### src/rtl/uart_bright_cmd.sv
// UART command responder: parses A5/CMD/DATA/CHK frames, updates the brightness setpoint, replies 5A/status/value.
// Optional inter-byte timeout is enabled by defining BRIGHT_TIMEOUT_EN.
module uart_bright_cmd #(
  parameter int             BR_W        = 8,
  parameter logic [BR_W-1:0] STEP       = 8'd16,
  parameter logic [BR_W-1:0] BR_INIT    = 8'd128,
  parameter int             TIMEOUT_CYC = 1600
) (
  input  logic            clk,
  input  logic            rst,
  input  logic            rdsig,
  input  logic [7:0]      rxdata,
  input  logic            tx_busy,
  output logic            wrsig,
  output logic [7:0]      dataout,
  output logic [BR_W-1:0] brightness,
  output logic            frame_err
);

  typedef enum logic [2:0] {
    IDLE, GET_CMD, GET_DATA, GET_CHK, EXEC, SEND_HDR, SEND_STAT, SEND_VAL
  } state_t;

  typedef enum logic [1:0] {
    PH_PULSE, PH_RISE, PH_FALL
  } phase_t;

  if (BR_W != 8) begin : g_bad_width
    $error("uart_bright_cmd: BR_W must be 8");
  end
  if (TIMEOUT_CYC < 2) begin : g_bad_timeout
    $error("uart_bright_cmd: TIMEOUT_CYC must be at least 2");
  end

  state_t          state;
  phase_t          phase;
  logic [7:0]      cmd;
  logic [7:0]      data;
  logic            chk_ok;
  logic [7:0]      status;

  logic [BR_W:0]   sum;
  logic [BR_W:0]   diff;
  logic [BR_W-1:0] new_br;
  logic [7:0]      new_status;
  logic            cmd_known;

`ifdef BRIGHT_TIMEOUT_EN
  localparam int TW = $clog2(TIMEOUT_CYC);
  localparam logic [TW-1:0] TO_LAST = TW'(TIMEOUT_CYC - 1);
  logic [TW-1:0] to_cnt;
`endif

  // 9-bit sum/difference: the top bit flags overflow or borrow for saturation.
  always_comb begin
    sum        = {1'b0, brightness} + {1'b0, STEP};
    diff       = {1'b0, brightness} - {1'b0, STEP};
    new_br     = brightness;
    new_status = 8'h00;
    cmd_known  = (cmd >= 8'h01) && (cmd <= 8'h04);
    if (!chk_ok) begin
      new_status = 8'hEE;
    end else begin
      case (cmd)
        8'h01: new_br = data;
        8'h02: new_br = brightness;
        8'h03: begin
          if (sum[BR_W]) begin
            new_br     = '1;
            new_status = 8'h01;
          end else begin
            new_br = sum[BR_W-1:0];
          end
        end
        8'h04: begin
          if (diff[BR_W]) begin
            new_br     = '0;
            new_status = 8'h01;
          end else begin
            new_br = diff[BR_W-1:0];
          end
        end
        default: new_status = 8'hEC;
      endcase
    end
  end

  always_ff @(posedge clk) begin
    if (rst) begin
      state      <= IDLE;
      phase      <= PH_PULSE;
      brightness <= BR_INIT;
      wrsig      <= 1'b0;
      dataout    <= '0;
      frame_err  <= 1'b0;
      cmd        <= '0;
      data       <= '0;
      chk_ok     <= 1'b0;
      status     <= '0;
`ifdef BRIGHT_TIMEOUT_EN
      to_cnt     <= '0;
`endif
    end else begin
      wrsig     <= 1'b0;
      frame_err <= 1'b0;
      case (state)
        IDLE: begin
          if (rdsig && rxdata == 8'hA5) state <= GET_CMD;
        end
        GET_CMD, GET_DATA, GET_CHK: begin
          if (rdsig) begin
            case (state)
              GET_CMD: begin
                cmd   <= rxdata;
                state <= GET_DATA;
              end
              GET_DATA: begin
                data  <= rxdata;
                state <= GET_CHK;
              end
              default: begin
                // Error flag is raised during EXEC so it never overlaps the header strobe.
                chk_ok    <= (rxdata == (cmd ^ data));
                frame_err <= (rxdata != (cmd ^ data)) || !cmd_known;
                state     <= EXEC;
              end
            endcase
          end
`ifdef BRIGHT_TIMEOUT_EN
          else if (to_cnt == TO_LAST) begin
            state     <= IDLE;
            frame_err <= 1'b1;
          end
`endif
        end
        EXEC: begin
          brightness <= new_br;
          status     <= new_status;
          dataout    <= 8'h5A;
          wrsig      <= 1'b1;
          phase      <= PH_PULSE;
          state      <= SEND_HDR;
        end
        SEND_HDR, SEND_STAT, SEND_VAL: begin
          case (phase)
            PH_PULSE: phase <= PH_RISE;
            PH_RISE: begin
              if (tx_busy) phase <= PH_FALL;
            end
            PH_FALL: begin
              if (!tx_busy) begin
                phase <= PH_PULSE;
                case (state)
                  SEND_HDR: begin
                    dataout <= status;
                    wrsig   <= 1'b1;
                    state   <= SEND_STAT;
                  end
                  SEND_STAT: begin
                    dataout <= brightness;
                    wrsig   <= 1'b1;
                    state   <= SEND_VAL;
                  end
                  default: state <= IDLE;
                endcase
              end
            end
            default: phase <= PH_PULSE;
          endcase
        end
        default: state <= IDLE;
      endcase
`ifdef BRIGHT_TIMEOUT_EN
      if (rdsig || !(state == GET_CMD || state == GET_DATA || state == GET_CHK) ||
          to_cnt == TO_LAST) begin
        to_cnt <= '0;
      end else begin
        to_cnt <= to_cnt + 1'b1;
      end
`endif
    end
  end

endmodule

### config.mk
export PLATFORM = sky130hd
export DESIGN_NAME = uart_bright_cmd
export DESIGN_NICKNAME = d
export VERILOG_FILES = /design/src/rtl/uart_bright_cmd.sv
export SDC_FILE = /design/constraint.sdc
export NUM_CORES = 1
export LEC_CHECK = 0
export CAP_MARGIN = 40
export CELL_PAD_IN_SITES_DETAIL_PLACEMENT = 0
export CELL_PAD_IN_SITES_GLOBAL_PLACEMENT = 1
export CORE_ASPECT_RATIO = 0.75
export CORE_MARGIN = 5
export CORE_UTILIZATION = 40
export CTS_CLUSTER_DIAMETER = 60
export CTS_CLUSTER_SIZE = 28
export DETAILED_ROUTE_END_ITERATION = 10
export PLACE_DENSITY_LB_ADDON = 0.1
export REMOVE_ABC_BUFFERS = 1
export SLEW_MARGIN = 20
export SYNTH_ARGS = -nofsm -noshare
export SYNTH_HDL_FRONTEND = slang
export SYNTH_SLANG_ARGS = --single-unit
### constraint.sdc
create_clock -name clk -period 4.9 [get_ports clk]
set_input_delay 0.98 -clock clk [delete_from_list [all_inputs] [get_ports clk]]
set_output_delay 0.98 -clock clk [all_outputs]
set_load 0.02 [all_outputs]
### Word-level counts from Yosys, hierarchy flattened

Cells that the tools add are included.

| storage, ports and cells | value |
|---|---|
| register bits after elaboration | 48 |
| latch bits | 0 |
| memory bits (writable) | 0 |
| memory bits (read-only) | 0 |
| input bits | 12 |
| output and inout port bits | 18 |
| word-level logic and storage cells | 88 |
| memories kept | 0 |

| cells by class | value |
|---|---|
| add/sub/neg operators | 2 |
| multipliers | 0 |
| divide/modulo/power cells | 0 |
| magnitude comparators | 2 |
| eq/ne operators | 23 |
| shift-type cells | 0 |
| mux-type cells | 26 |
| bitwise logic cells | 4 |
| reductions and logical operators | 21 |

Operator list:

| cell | count |
|---|---|
| $pmux 8 s3 | 2 |
| $mux 8 | 5 |
| $pmux 8 s2 | 2 |
| $eq 8x2->1 const B | 2 |
| $reduce_and 3->1 | 5 |
| $eq 3x3->1 const B | 4 |
| $mux 3 | 4 |
| $pmux 3 s2 | 2 |
| $pmux 3 s4 | 1 |
| $add 8x5->9 const B | 1 |
| $ne 3x3->1 const B | 3 |
| $sub 8x5->9 const B | 1 |
| $eq 8x1->1 const B | 1 |
| $eq 8x3->1 const B | 1 |
| $eq 8x8->1 | 1 |
| $eq 8x8->1 const B | 1 |
| $ge 8x1->1 const B | 1 |
| $le 8x3->1 const B | 1 |
| $ne 2x2->1 const B | 4 |
| $ne 8x8->1 | 1 |
| $reduce_and 4->1 | 2 |
| $xor 8x8->8 | 1 |
| $eq 3x2->1 const B | 2 |
| $pmux 2 s3 | 1 |
| other kinds (18) | 29 |

### Depth between registers and ports, before layout

| logic depth | value |
|---|---|
| depth in word-level cells | 6 |
| gate-level depth with buffers | 8 |

### Worst setup path after synthesis

Ideal clock, no wire load.

| timing | value |
|---|---|
| kind | input port to flip-flop |
| from | in rxdata[6] |
| to | reg state[1] |
| data arrival time | 2.188 ns |
| setup slack | 2.637 ns |
| stages | 4 |
| buffers on the path | 0 |
| path through | nand4b_1 > o41ai_1 > mux2_2 > a31oi_1 |

| on the way | value |
|---|---|
| cells in the longest elaborated chain, start to end | 4 |

Ends and longest elaborated chain:

| what | line | source |
|---|---|---|
| start: declaration | 12 | `input logic [7:0] rxdata,` |
| $eq 8x8->1 | 108 | `if (rdsig && rxdata == 8'hA5) state <= GET_CMD;` |
| $logic_and 1x1->1 | 108 |  |
| $ne 2x2->1 (no line) | -- |  |
| $reduce_and 4->1 (no line) | -- |  |
| end signal: assignment | 108 |  |
| end signal: assignment | 115 | `state <= GET_DATA;` |
| end signal: assignment | 119 | `state <= GET_CHK;` |
| end: declaration | 35 | `state_t state;` |

No other way between the ends.
A chain may end at the register's enable or synchronous reset.

### Final worst setup path

| timing | value |
|---|---|
| from | in rxdata[7] |
| to | reg state[1] |

Same word-level chain as after synthesis.

==> results.ini <==
[cells_and_area]
fin_nets=305
utilization=0.487
n_antenna_cell=0
area.growth.synth_to_final_pct=17.9
drive_gt1_frac=0.0833

[floorplanning]
die_w_um=99.6
rows=24
die-area_sq_mm=0.00768
io_pins=30
core_area_sq_mm=0.00583
die_h_um=77.2
start_util=0.413

[drt]
via_per_inst=5.37
antenna_left=0
drt_wl_total_um=5860
drc=0
drtIter0Drc=72
num_vias=1966
first_pass_iters=4
wl_per_cell_um=16.0

[cts]
clock_path_buffers=2
cts_buffers=5
numClockSinks=43
clkTransAtPathRegs_ps=90
postCtsSetupBuffers=0
insertion_delay_ps=300
cts_resized=0
cts_hold_buf=0
cts_tree=done
cts_htree_levels=2
root_buffer=clkbuf_8

[synthesis]
synth_edf_count=0
async_flop_share=0
yosysUniqueCellTypes=55
yosys_warnings=0
syn-cell-area_sq_mm=0.00241
synth_ff_type=dfxtp_1
avgSynthCellArea_sq_um=9.15
yosysSeqAreaShare=0.358
synthCells=263
synth-seq-cells=43

[critical_path]
r2r_start=state[0]
cp.arrival_ps=2910
reg2reg_to=phase[0]
crit_start=rxdata[7]
worstSetupStartpointType=input pin
timing.reg2reg.setup_slack_ps=2580
worst-setup-path-type=in2reg
r2r_cells=6
critPathCaptureType=flop
worstPathMaxFanout=4
cp.required_ps=5120
cp-endpoint=state[1]

[power_and_ir_drop]
power.total_w=0.000768
ir_drop_uv=123
power.density_mw_per_mm2=271
p_leak_nw=1.13

[timing]
fin_crit_sh=0.549
rsz0062_at_grt=false
fmax_mhz=372
finalSetupViolCount=0
fin_tns_setup_ps=0
min_period_ps=2690
tightest_slew_ps=775
hold_viol=0
skew_ps=8.62
slew_headroom=0.483
slew_violations=0

[outcome]
status=finished, final reports clean

[hold_path]
hp-class=reg2reg
holdPathStages=2

[global_route]
grt_max_degree=21
overflow=0
grt_pass1_wl_um=9690
track_usage=0.158
grt_pass1_vias=1865
antenna_found_initial=0

[placement]
dpl.hpwl_um=4440
gp_congestion=0.755
io_buffer_count=29

[job]
max_cap_violations=0

## layer usage
layer	vias up	global-route usage	wire (um)
met5	-	0	0
met4	0	0.0491	73
met3	7	0.0335	196
met2	29	0.227	2440
met1	915	0.233	3150
li1	1015	-	-
## sequential cells by signal, indices dropped and copies added (netlist names)
name / cells
phase: 2
chk_ok: 1
frame_err: 1
state: 3
dataout: 8
status: 3
cmd: 8
brightness: 8
data: 8
wrsig: 1
## cells in the mapped netlist, types with 6 or more instances
| cell type | n | share of area |
|---|---|---|
| clkbuf_1 | 11 | 0.017 |
| ha_1 | 6 | 0.031 |
| nand3_1 | 11 | 0.023 |
| dfxtp_1 | 43 | 0.36 |
| nor3_1 | 9 | 0.019 |
| mux2i_1 | 16 | 0.067 |
| nand2_1 | 14 | 0.022 |
| nor2_1 | 30 | 0.047 |
| o21ai_0 | 7 | 0.015 |
| a21oi_1 | 19 | 0.040 |
## power breakdown
| group | internal (W) | switching (W) |
|---|---|---|
| clock network | 0.0000999 | 0.000131 |
| logic | 0.0000678 | 0.0000951 |
| registers | 0.000360 | 0.0000148 |
| total | 0.000528 | 0.000240 |
## cell type report
cell class	instances	area (sq um)
fill	565	2990
multi-input combinational	201	1460
sequential	43	861
timing repair buffer	31	313
tap	78	97.6
clock buffer	6	72.6
inverter	5	18.8
clock inverter	2	12.5
## how the worst min path moves through the flow
stage                     startpoint    endpoint  slack [ps]
after global placement     status[0]   status[0]         440
after floorplan            status[0]   status[0]         420
after CTS                  status[0]   status[0]         470
final                      status[0]   status[0]         460
after global routing      dataout[0]  dataout[0]         500
after detailed placement   status[0]   status[0]         450
## logic make-up (layout without fill, tap and decap cells)
group	after synthesis	count (layout)	synth area share
AO/OA/AOI/OAI	67	67	0.208
AND/OR/NAND/NOR	99	99	0.217
multiplexers	18	18	0.0759
adder cells (fa/ha/maj)	6	6	0.0312
buffers and inverters	19	44	0.0343
flip-flops	43	43	0.358
XOR/XNOR	11	11	0.0759
## critical path: stages
cell and delay [ps]:
clkdlybuf4s50_1 570, nand4b_1 120, o41ai_1 670, mux2_2 400
a31oi_1 150
## metrics by stage
| stage | instance area, sq um | setup slack (ps) | instances | hold slack (ps) |
|---|---|---|---|---|
| 2_1_floorplan | 2340 | 2640 | 249 | 422 |
| 6_report | 2840 | 2210 | 366 | 460 |
| 5_1_grt | 2840 | 2140 | 366 | 503 |
| 3_3_place_gp | 2740 | 1880 | 357 | 441 |
| 3_5_place_dp | 2750 | 1890 | 358 | 453 |
| 4_1_cts | 2840 | 2200 | 366 | 465 |
## cell usage in the layout, fill, tap and decap left out, drive strengths merged, types with 6 or more instances in the layout
master,n
a21oi,19
a211oi,7
clkbuf,6
o21ai,8
xnor3,6
mux2i,16
dfxtp,43
nand3,11
ha,6
nand2,14
nor3,9
nor2,30
clkdlybuf4s50,29
(Power assumes the default switching activity.)
